## src/rtl/ama_riscv_store_shift_mask.sv

```systemverilog
// Store write path: turns a byte-addressed store request into lane-aligned
// DMEM write beats, splitting or rejecting stores that cross a word boundary.
module ama_riscv_store_shift_mask #(
    parameter bit SPLIT_MISALIGNED = 1'b1,
    parameter int ADDR_W           = 14
) (
    input  logic              clk,
    input  logic              rst,
    input  logic              req_valid,
    output logic              req_ready,
    input  logic [31:0]       req_addr,
    input  logic [1:0]        req_width,
    input  logic [31:0]       req_data,
    output logic              mem_valid,
    input  logic              mem_ready,
    output logic [ADDR_W-1:0] mem_addr,
    output logic [3:0]        mem_we,
    output logic [31:0]       mem_wdata,
    output logic              misaligned,
    output logic              busy
);

    localparam logic [1:0] W_BYTE = 2'b00;
    localparam logic [1:0] W_HALF = 2'b01;
    localparam logic [1:0] W_WORD = 2'b10;

    typedef enum logic [1:0] {
        IDLE = 2'b00,
        LO   = 2'b01,
        HI   = 2'b10
    } state_t;

    state_t            state_q, state_d;
    logic [ADDR_W-1:0] addr_q, addr_d;
    logic [3:0]        we_q, we_d;
    logic [31:0]       wdata_q, wdata_d;
    logic [3:0]        hi_we_q, hi_we_d;
    logic [31:0]       hi_wdata_q, hi_wdata_d;
    logic              split_q, split_d;
    logic              misal_q, misal_d;

    logic [1:0]  off;
    logic [3:0]  base;
    logic [31:0] dmask;
    logic [7:0]  mask8;
    logic [63:0] data64;
    logic        misal;
    logic        rsvd;
    logic        last;

    assign off = req_addr[1:0];

    always_comb begin
        base  = 4'b0000;
        dmask = 32'h0;
        case (req_width)
            W_BYTE: begin
                base  = 4'b0001;
                dmask = 32'h0000_00ff;
            end
            W_HALF: begin
                base  = 4'b0011;
                dmask = 32'h0000_ffff;
            end
            W_WORD: begin
                base  = 4'b1111;
                dmask = 32'hffff_ffff;
            end
            default: begin
                base  = 4'b0000;
                dmask = 32'h0;
            end
        endcase
    end

    assign mask8  = {4'b0000, base} << off;
    assign data64 = {32'h0, req_data & dmask} << {off, 3'b000};
    assign misal  = ((req_width == W_HALF) && (off == 2'd3)) ||
                    ((req_width == W_WORD) && (off != 2'd0));
    assign rsvd   = (req_width == 2'b11);

    // Current beat is the final one of its store
    assign last      = (state_q == HI) || ((state_q == LO) && !split_q);
    assign mem_valid = (state_q != IDLE);
    assign busy      = (state_q != IDLE);
    assign req_ready = (state_q == IDLE) || (mem_ready && last);

    assign mem_addr   = addr_q;
    assign mem_we     = we_q;
    assign mem_wdata  = wdata_q;
    assign misaligned = misal_q;

    always_comb begin
        state_d    = state_q;
        addr_d     = addr_q;
        we_d       = we_q;
        wdata_d    = wdata_q;
        hi_we_d    = hi_we_q;
        hi_wdata_d = hi_wdata_q;
        split_d    = split_q;
        misal_d    = 1'b0;
        if ((state_q == LO) && split_q && mem_ready) begin
            state_d = HI;
            addr_d  = addr_q + ADDR_W'(1);
            we_d    = hi_we_q;
            wdata_d = hi_wdata_q;
            split_d = 1'b0;
        end else if (req_ready) begin
            state_d = IDLE;
            we_d    = 4'b0000;
            wdata_d = 32'h0;
            split_d = 1'b0;
            if (req_valid && !rsvd) begin
                if (misal && !SPLIT_MISALIGNED) begin
                    misal_d = 1'b1;
                end else begin
                    state_d    = LO;
                    addr_d     = req_addr[ADDR_W+1:2];
                    we_d       = mask8[3:0];
                    wdata_d    = data64[31:0];
                    hi_we_d    = mask8[7:4];
                    hi_wdata_d = data64[63:32];
                    split_d    = misal;
                end
            end
        end
    end

    always_ff @(posedge clk or negedge rst) begin
        if (!rst) begin
            state_q    <= IDLE;
            addr_q     <= '0;
            we_q       <= 4'b0000;
            wdata_q    <= 32'h0;
            hi_we_q    <= 4'b0000;
            hi_wdata_q <= 32'h0;
            split_q    <= 1'b0;
            misal_q    <= 1'b0;
        end else begin
            state_q    <= state_d;
            addr_q     <= addr_d;
            we_q       <= we_d;
            wdata_q    <= wdata_d;
            hi_we_q    <= hi_we_d;
            hi_wdata_q <= hi_wdata_d;
            split_q    <= split_d;
            misal_q    <= misal_d;
        end
    end

    logic unused_addr_hi;
    assign unused_addr_hi = ^req_addr[31:ADDR_W+2];

endmodule

```

## config.mk

```make
export PLATFORM = sky130hd
export DESIGN_NAME = ama_riscv_store_shift_mask
export DESIGN_NICKNAME = d
export VERILOG_FILES = /design/src/rtl/ama_riscv_store_shift_mask.sv
export SDC_FILE = /design/constraint.sdc
export NUM_CORES = 1
export LEC_CHECK = 0
export ABC_CLOCK_PERIOD_IN_PS = 2940
export BUFFER_PORTS_ARGS = -buffer_cell sky130_fd_sc_hd__buf_2
export CAP_MARGIN = 20
export CORE_MARGIN = 3
export CORE_UTILIZATION = 56
export DETAILED_ROUTE_END_ITERATION = 12
export HOLD_SLACK_MARGIN = 0.12
export PLACE_DENSITY = 0.93
export SETUP_SLACK_MARGIN = 0.1
export SYNTH_ARGS = -nofsm -noshare
export SYNTH_HDL_FRONTEND = slang
export SYNTH_SLANG_ARGS = --single-unit
```

## constraint.sdc

```tcl
create_clock -name clk -period 2.94 [get_ports clk]
set_input_delay 0.294 -clock clk [delete_from_list [all_inputs] [get_ports clk]]
set_output_delay 0.294 -clock clk [all_outputs]
set_load 0.005 [all_outputs]
```

* Word level (Yosys, flattened, before mapping)
Cells that the tools add are included.
** Storage, ports and cells
- Output and inout port bits :: 54
- Logic and storage cells :: 55
- Input bits :: 70
- Register bits after elaboration :: 89
** Cells by class
- Add/subtract/negate cells :: 1
- Equal/unequal tests :: 6
- Multiplexer cells :: 17
- Shift operators :: 2
- Bitwise logic cells :: 2
- Reduce and logical (&&, ||, !) cells :: 20
** Operators by type and width (count)
- $mux W32 :: 3
- $pmux W32 S3 :: 1
- $shl A32 B5 Y64 :: 1
- $mux W14 :: 3
- $and A32 B32 Y32 :: 1
- $add A14 B1 Y14 const B :: 1
- $mux W4 :: 3
- $pmux W4 S3 :: 1
- $eq A2 B2 Y1 const B :: 4
- $reduce_bool A2 Y1 :: 4
- $shl A4 B2 Y8 :: 1
- $logic_and A1 B1 Y1 :: 7
- $eq A2 B1 Y1 const B :: 2
- $logic_not A2 Y1 :: 2
- $mux W1 :: 4
- $mux W2 :: 2
- $logic_or A1 B1 Y1 :: 3
- $reduce_and A3 Y1 :: 1
- $logic_not A1 Y1 :: 2
- $reduce_and A2 Y1 :: 1
- $not A1 Y1 :: 1

* Longest topological paths before layout
- Depth after elaboration :: 7
- Mapped depth :: 8
- Gate-level depth less buffers :: 6

* Worst setup path before layout
No wires, ideal clock.
- Kind :: reg2reg
- Start :: register state_q[1]
- End :: register we_q[1] (netlist: mem_we[1])
- Path buffers :: 2
- Data required time :: 2.814 ns
- Library setup time :: 0.126 ns
- Arrival :: 1.729 ns
- Cell stages (with the launch flop) :: 7
- Slack :: 1.085 ns
- Period minus slack after synthesis :: 1.855 ns
- Cell sequence :: dfrtp_1 -> or3b_1 -> and3_1 -> clkbuf_1 -> buf_2 -> and3_1 -> a221o_1
** Between the ends
- Longest elaborated chain between the ends :: 6
- Elaborated cells on any way between the ends :: 11
- Classes of those cells :: eq/ne: 2; mux: 1; reduce/logical: 8
** RTL lines
- start, declared :: line 33 : state_t state_q, state_d;
- start signal, assigned :: line 140 : state_q <= state_d;
- $eq A2 B1 Y1 :: line 83, 102
- $logic_and A1 B1 Y1 :: line 83 : assign last = (state_q == HI) || ((state_q == LO) && !split_q);
- $logic_or A1 B1 Y1 :: line 83
- $logic_and A1 B1 Y1 :: line 86 : assign req_ready = (state_q == IDLE) || (mem_ready && last);
- $logic_or A1 B1 Y1 :: line 86
- $reduce_bool A2 Y1 (no line)
- end signal, assigned :: line 142 : we_q <= we_d;
- end, declared :: line 35 : logic [3:0] we_q, we_d;
Several ways; a longest one is shown, not always the timed one.
A chain may end at the register's enable or synchronous reset.

* Final worst setup path
- Start :: register state_q[1]
- End :: output port req_ready
** Between the ends
- Longest elaborated chain between the ends :: 5
- Elaborated cells on any way between the ends :: 7
- Classes of those cells :: eq/ne: 2; reduce/logical: 5
** RTL lines
- $eq A2 B1 Y1 :: line 83
- $logic_and A1 B1 Y1 :: line 83
- $logic_or A1 B1 Y1 :: line 83
- $logic_and A1 B1 Y1 :: line 86
- $logic_or A1 B1 Y1 (*) :: line 86
- end, declared :: line 10 : output logic req_ready,
Every way passes the cells marked *; elsewhere a longest branch is shown, timed or not.

==> qor.yml <==
status: "completed"
die_w_um: 93.58
cts_tree: "done"
core_um2: 7331
htreeDepth: 3
rsz0062_at_grt: "no"
insertion_delay_ps: 360
io-pin-count: 124
final_core_util_pct: 68.90
max_freq_ghz: 0.4347
firstDrtPassIters: 5
synth_top_area_cell: "dfrtp_1"
grt_pass1_wl_um: 20310
drtAntennaViolNets: 0
slew_headroom_pct: 32.71
synthXorXnorAreaFrac_pct: 0.4078
synth-simple-area-share_pct: 18.50
dp_hpwl_um: 8675
drtIter0Drc: 413
dominantRegCellSynth: "dfrtp_1"
holdBufCountCts: 0
yosys-mux-area-fraction_pct: 3.262
synth_area_leaders: "dfrtp_1 47%, a221o_1 4.9%, nand2_1 4.3%, nor2_1 2.9%, nand3_1 2.8%"
ir_drop_mv: 0.3590
area_delta_synth_final_pct: 17.59
synthAdderAreaFrac_pct: 1.456
synth_edf_count: 0
clock_sinks: 80
p_leak_uw: 0.002420
synth-seq-cells: 80
synthCells: 463
die_area_um2: 8757
ctsResizeCount: 0
grt_pass1_vias: 4005
yosysSeqAreaShare_pct: 46.61
path_max_fanout: 19
placement.io_buffers: 106
maxSlewViolCount: 0
initial_core_util_pct: 58.59
gp_congestion: 0.9546
cts_buffers: 9
hold_viol_final: 0
synth_area_um2: 4295
clkTransAtPathRegs_ps: 90
p_per_area_nw_per_um2: 640.3
antenna_cells: 0
clk_root_buffer_cell: "clkbuf_8"
synth.avg_cell_area_um2: 9.277
worst_pin_slew_ps: 1009
die_y_um: 93.58
cp-end-kind: "output pin"
worst-setup-path-type: "flip-flop to output pin"
synth-async-reset-ratio_pct: 100.0
finClkSkew_ps: 8.253
clk_path_buf_depth: 2
period_needed_ps: 2300
grt_overflow_total: 0
maxCapViolations: 0
synthTopCellsByCount: "80 x dfrtp_1, 49 x nand2_1, 33 x nor2_1"
reg2reg_depth: 4
drc_errors: 0
cp_slowest_cell: "dfrtp_1"
grt_max_degree: 81
arrival_ps: 2010
yosys_warnings: 0
synth_cell_type_count: 55
synth_compound_area_share_pct: 24.35
cp_slowest_stage_delay_ps: 480
num_rows: 31
setup_viol: 0
num_vias: 4196
synth_most_common_cell: "dfrtp_1"
track_usage_pct: 29.80
syn_nets: 538
nets: 620
antenna_found_initial: 0
fin_crit_sh_pct: 78.24
finalWirelength_um: 12680
crit_chain: "or3b_1, and3_1, inv_1, buf_2"
hp-class: "primary input to async pin"
cp.required_ps: 2650
cts_setup_buffers: 0
startpoint_type: "flip-flop"
routedWlPerCell_um: 19.53
via_per_inst: 6.465
drive_above_1_share_pct: 26.18
finalSetupTns_ps: 0
nFillCells: 577
yosys.area.top_type_share_pct: 46.61
synth_top_family_by_area: "compound AO/OA/AOI/OAI gates"
report_power, final:
part / internal, uW / switching [uW]
combinational: 358 / 505
sequential: 1290 / 192
clock: 479 / 407
total: 2130 / 1100
critical path, delay by kind of cell (launching register included):
kind / cells / cell delay (ps)
DFF: 1 / 480
buffers and inverters: 2 / 240
and+or+nand+nor: 2 / 930
logic make-up after synthesis:
logic type                 Yosys count
AOI/OAI and AO/OA                  144
xor gates and xnor gates             2
adders and majority gates            5
buffers and inverters               55
DFF                                 80
muxes                               13
other                                1
and+or+nand+nor                    163
registers in the layout (all words and copies together) (netlist names):
name and cells:
mem_wdata 32, hi_wdata_q 24, mem_addr 14, mem_we 4
hi_we_q 3, state_q 2, split_q 1
area by class of cell:
type	instances	area, um^2	share of cell area (%)
inverters	11	41.29	0.8174
clock buffers	11	131.4	2.601
repair buffers	115	600.6	11.89
well taps	99	123.9	2.452
clock inverters	5	81.33	1.610
flip-flops and latches	80	2002	39.63
multi-input cells	328	2071	41.00
final timing paths:
path                             start             to  slack, ps
max                         state_q[1]      req_ready        640
min                                rst    mem_addr[3]        100
max reg2reg                 state_q[1]  mem_wdata[21]        830
min reg2reg                  mem_we[3]      mem_we[3]        480
max in group asynchronous          rst   mem_wdata[9]       2180
min in group clk           req_addr[2]    mem_addr[0]        160
cell usage in the layout, fill, tap and decap left out, drive strengths merged, types with 2 or more instances in the layout:
cell | Yosys | final
clkinv | 1 | 3
o311ai | 2 | 2
nand2 | 49 | 49
a21bo | 3 | 3
nand2b | 6 | 6
clkbuf | 30 | 11
a22o | 9 | 9
nor2 | 33 | 33
inv | 10 | 10
o2bb2ai | 7 | 7
nor3b | 7 | 7
mux2 | 8 | 8
a211oi | 3 | 3
a21oi | 15 | 15
a32oi | 3 | 3
buf | 14 | 115
bufinv | 0 | 2
and3 | 14 | 14
o22ai | 7 | 7
nand4 | 3 | 3
a32o | 8 | 8
a221o | 21 | 21
o21ai | 42 | 42
a221oi | 8 | 8
nand3 | 24 | 24
dfrtp | 80 | 80
nor4 | 5 | 5
nor3 | 11 | 11
mux2i | 5 | 5
a31oi | 8 | 8
ha | 5 | 5
a22oi | 2 | 2
xor2 | 2 | 2
metal layers:
| metal | part of all wire, % | vias up | wire [um] | GRT usage [%] |
|---|---|---|---|---|
| li1 | - | 1881 | - | - |
| met1 | 40 | 1996 | 5095 | 40.95 |
| met2 | 45 | 276 | 5746 | 45.80 |
| met3 | 11 | 43 | 1386 | 5.632 |
| met4 | 3.5 | 0 | 448 | 13.72 |
| met5 | 0 | - | 0 | 0 |
through the flow:
step | std cells | setup slack, ps | instance area, um^2 | hold slack, ps | total power, uW
after floorplan | 463 | 1085 | 4295 | -1.591 | 1982
after global placement | 633 | 859.6 | 4838 | 464.1 | 2298
after detailed placement | 633 | 807.4 | 4838 | 469.2 | 2353
after CTS | 649 | 647.4 | 5051 | 132.9 | 3229
after global routing | 649 | 553.6 | 5051 | 163.9 | 3404
final | 649 | 639.8 | 5051 | 97.72 | 3234
(Power assumes the default switching activity.)
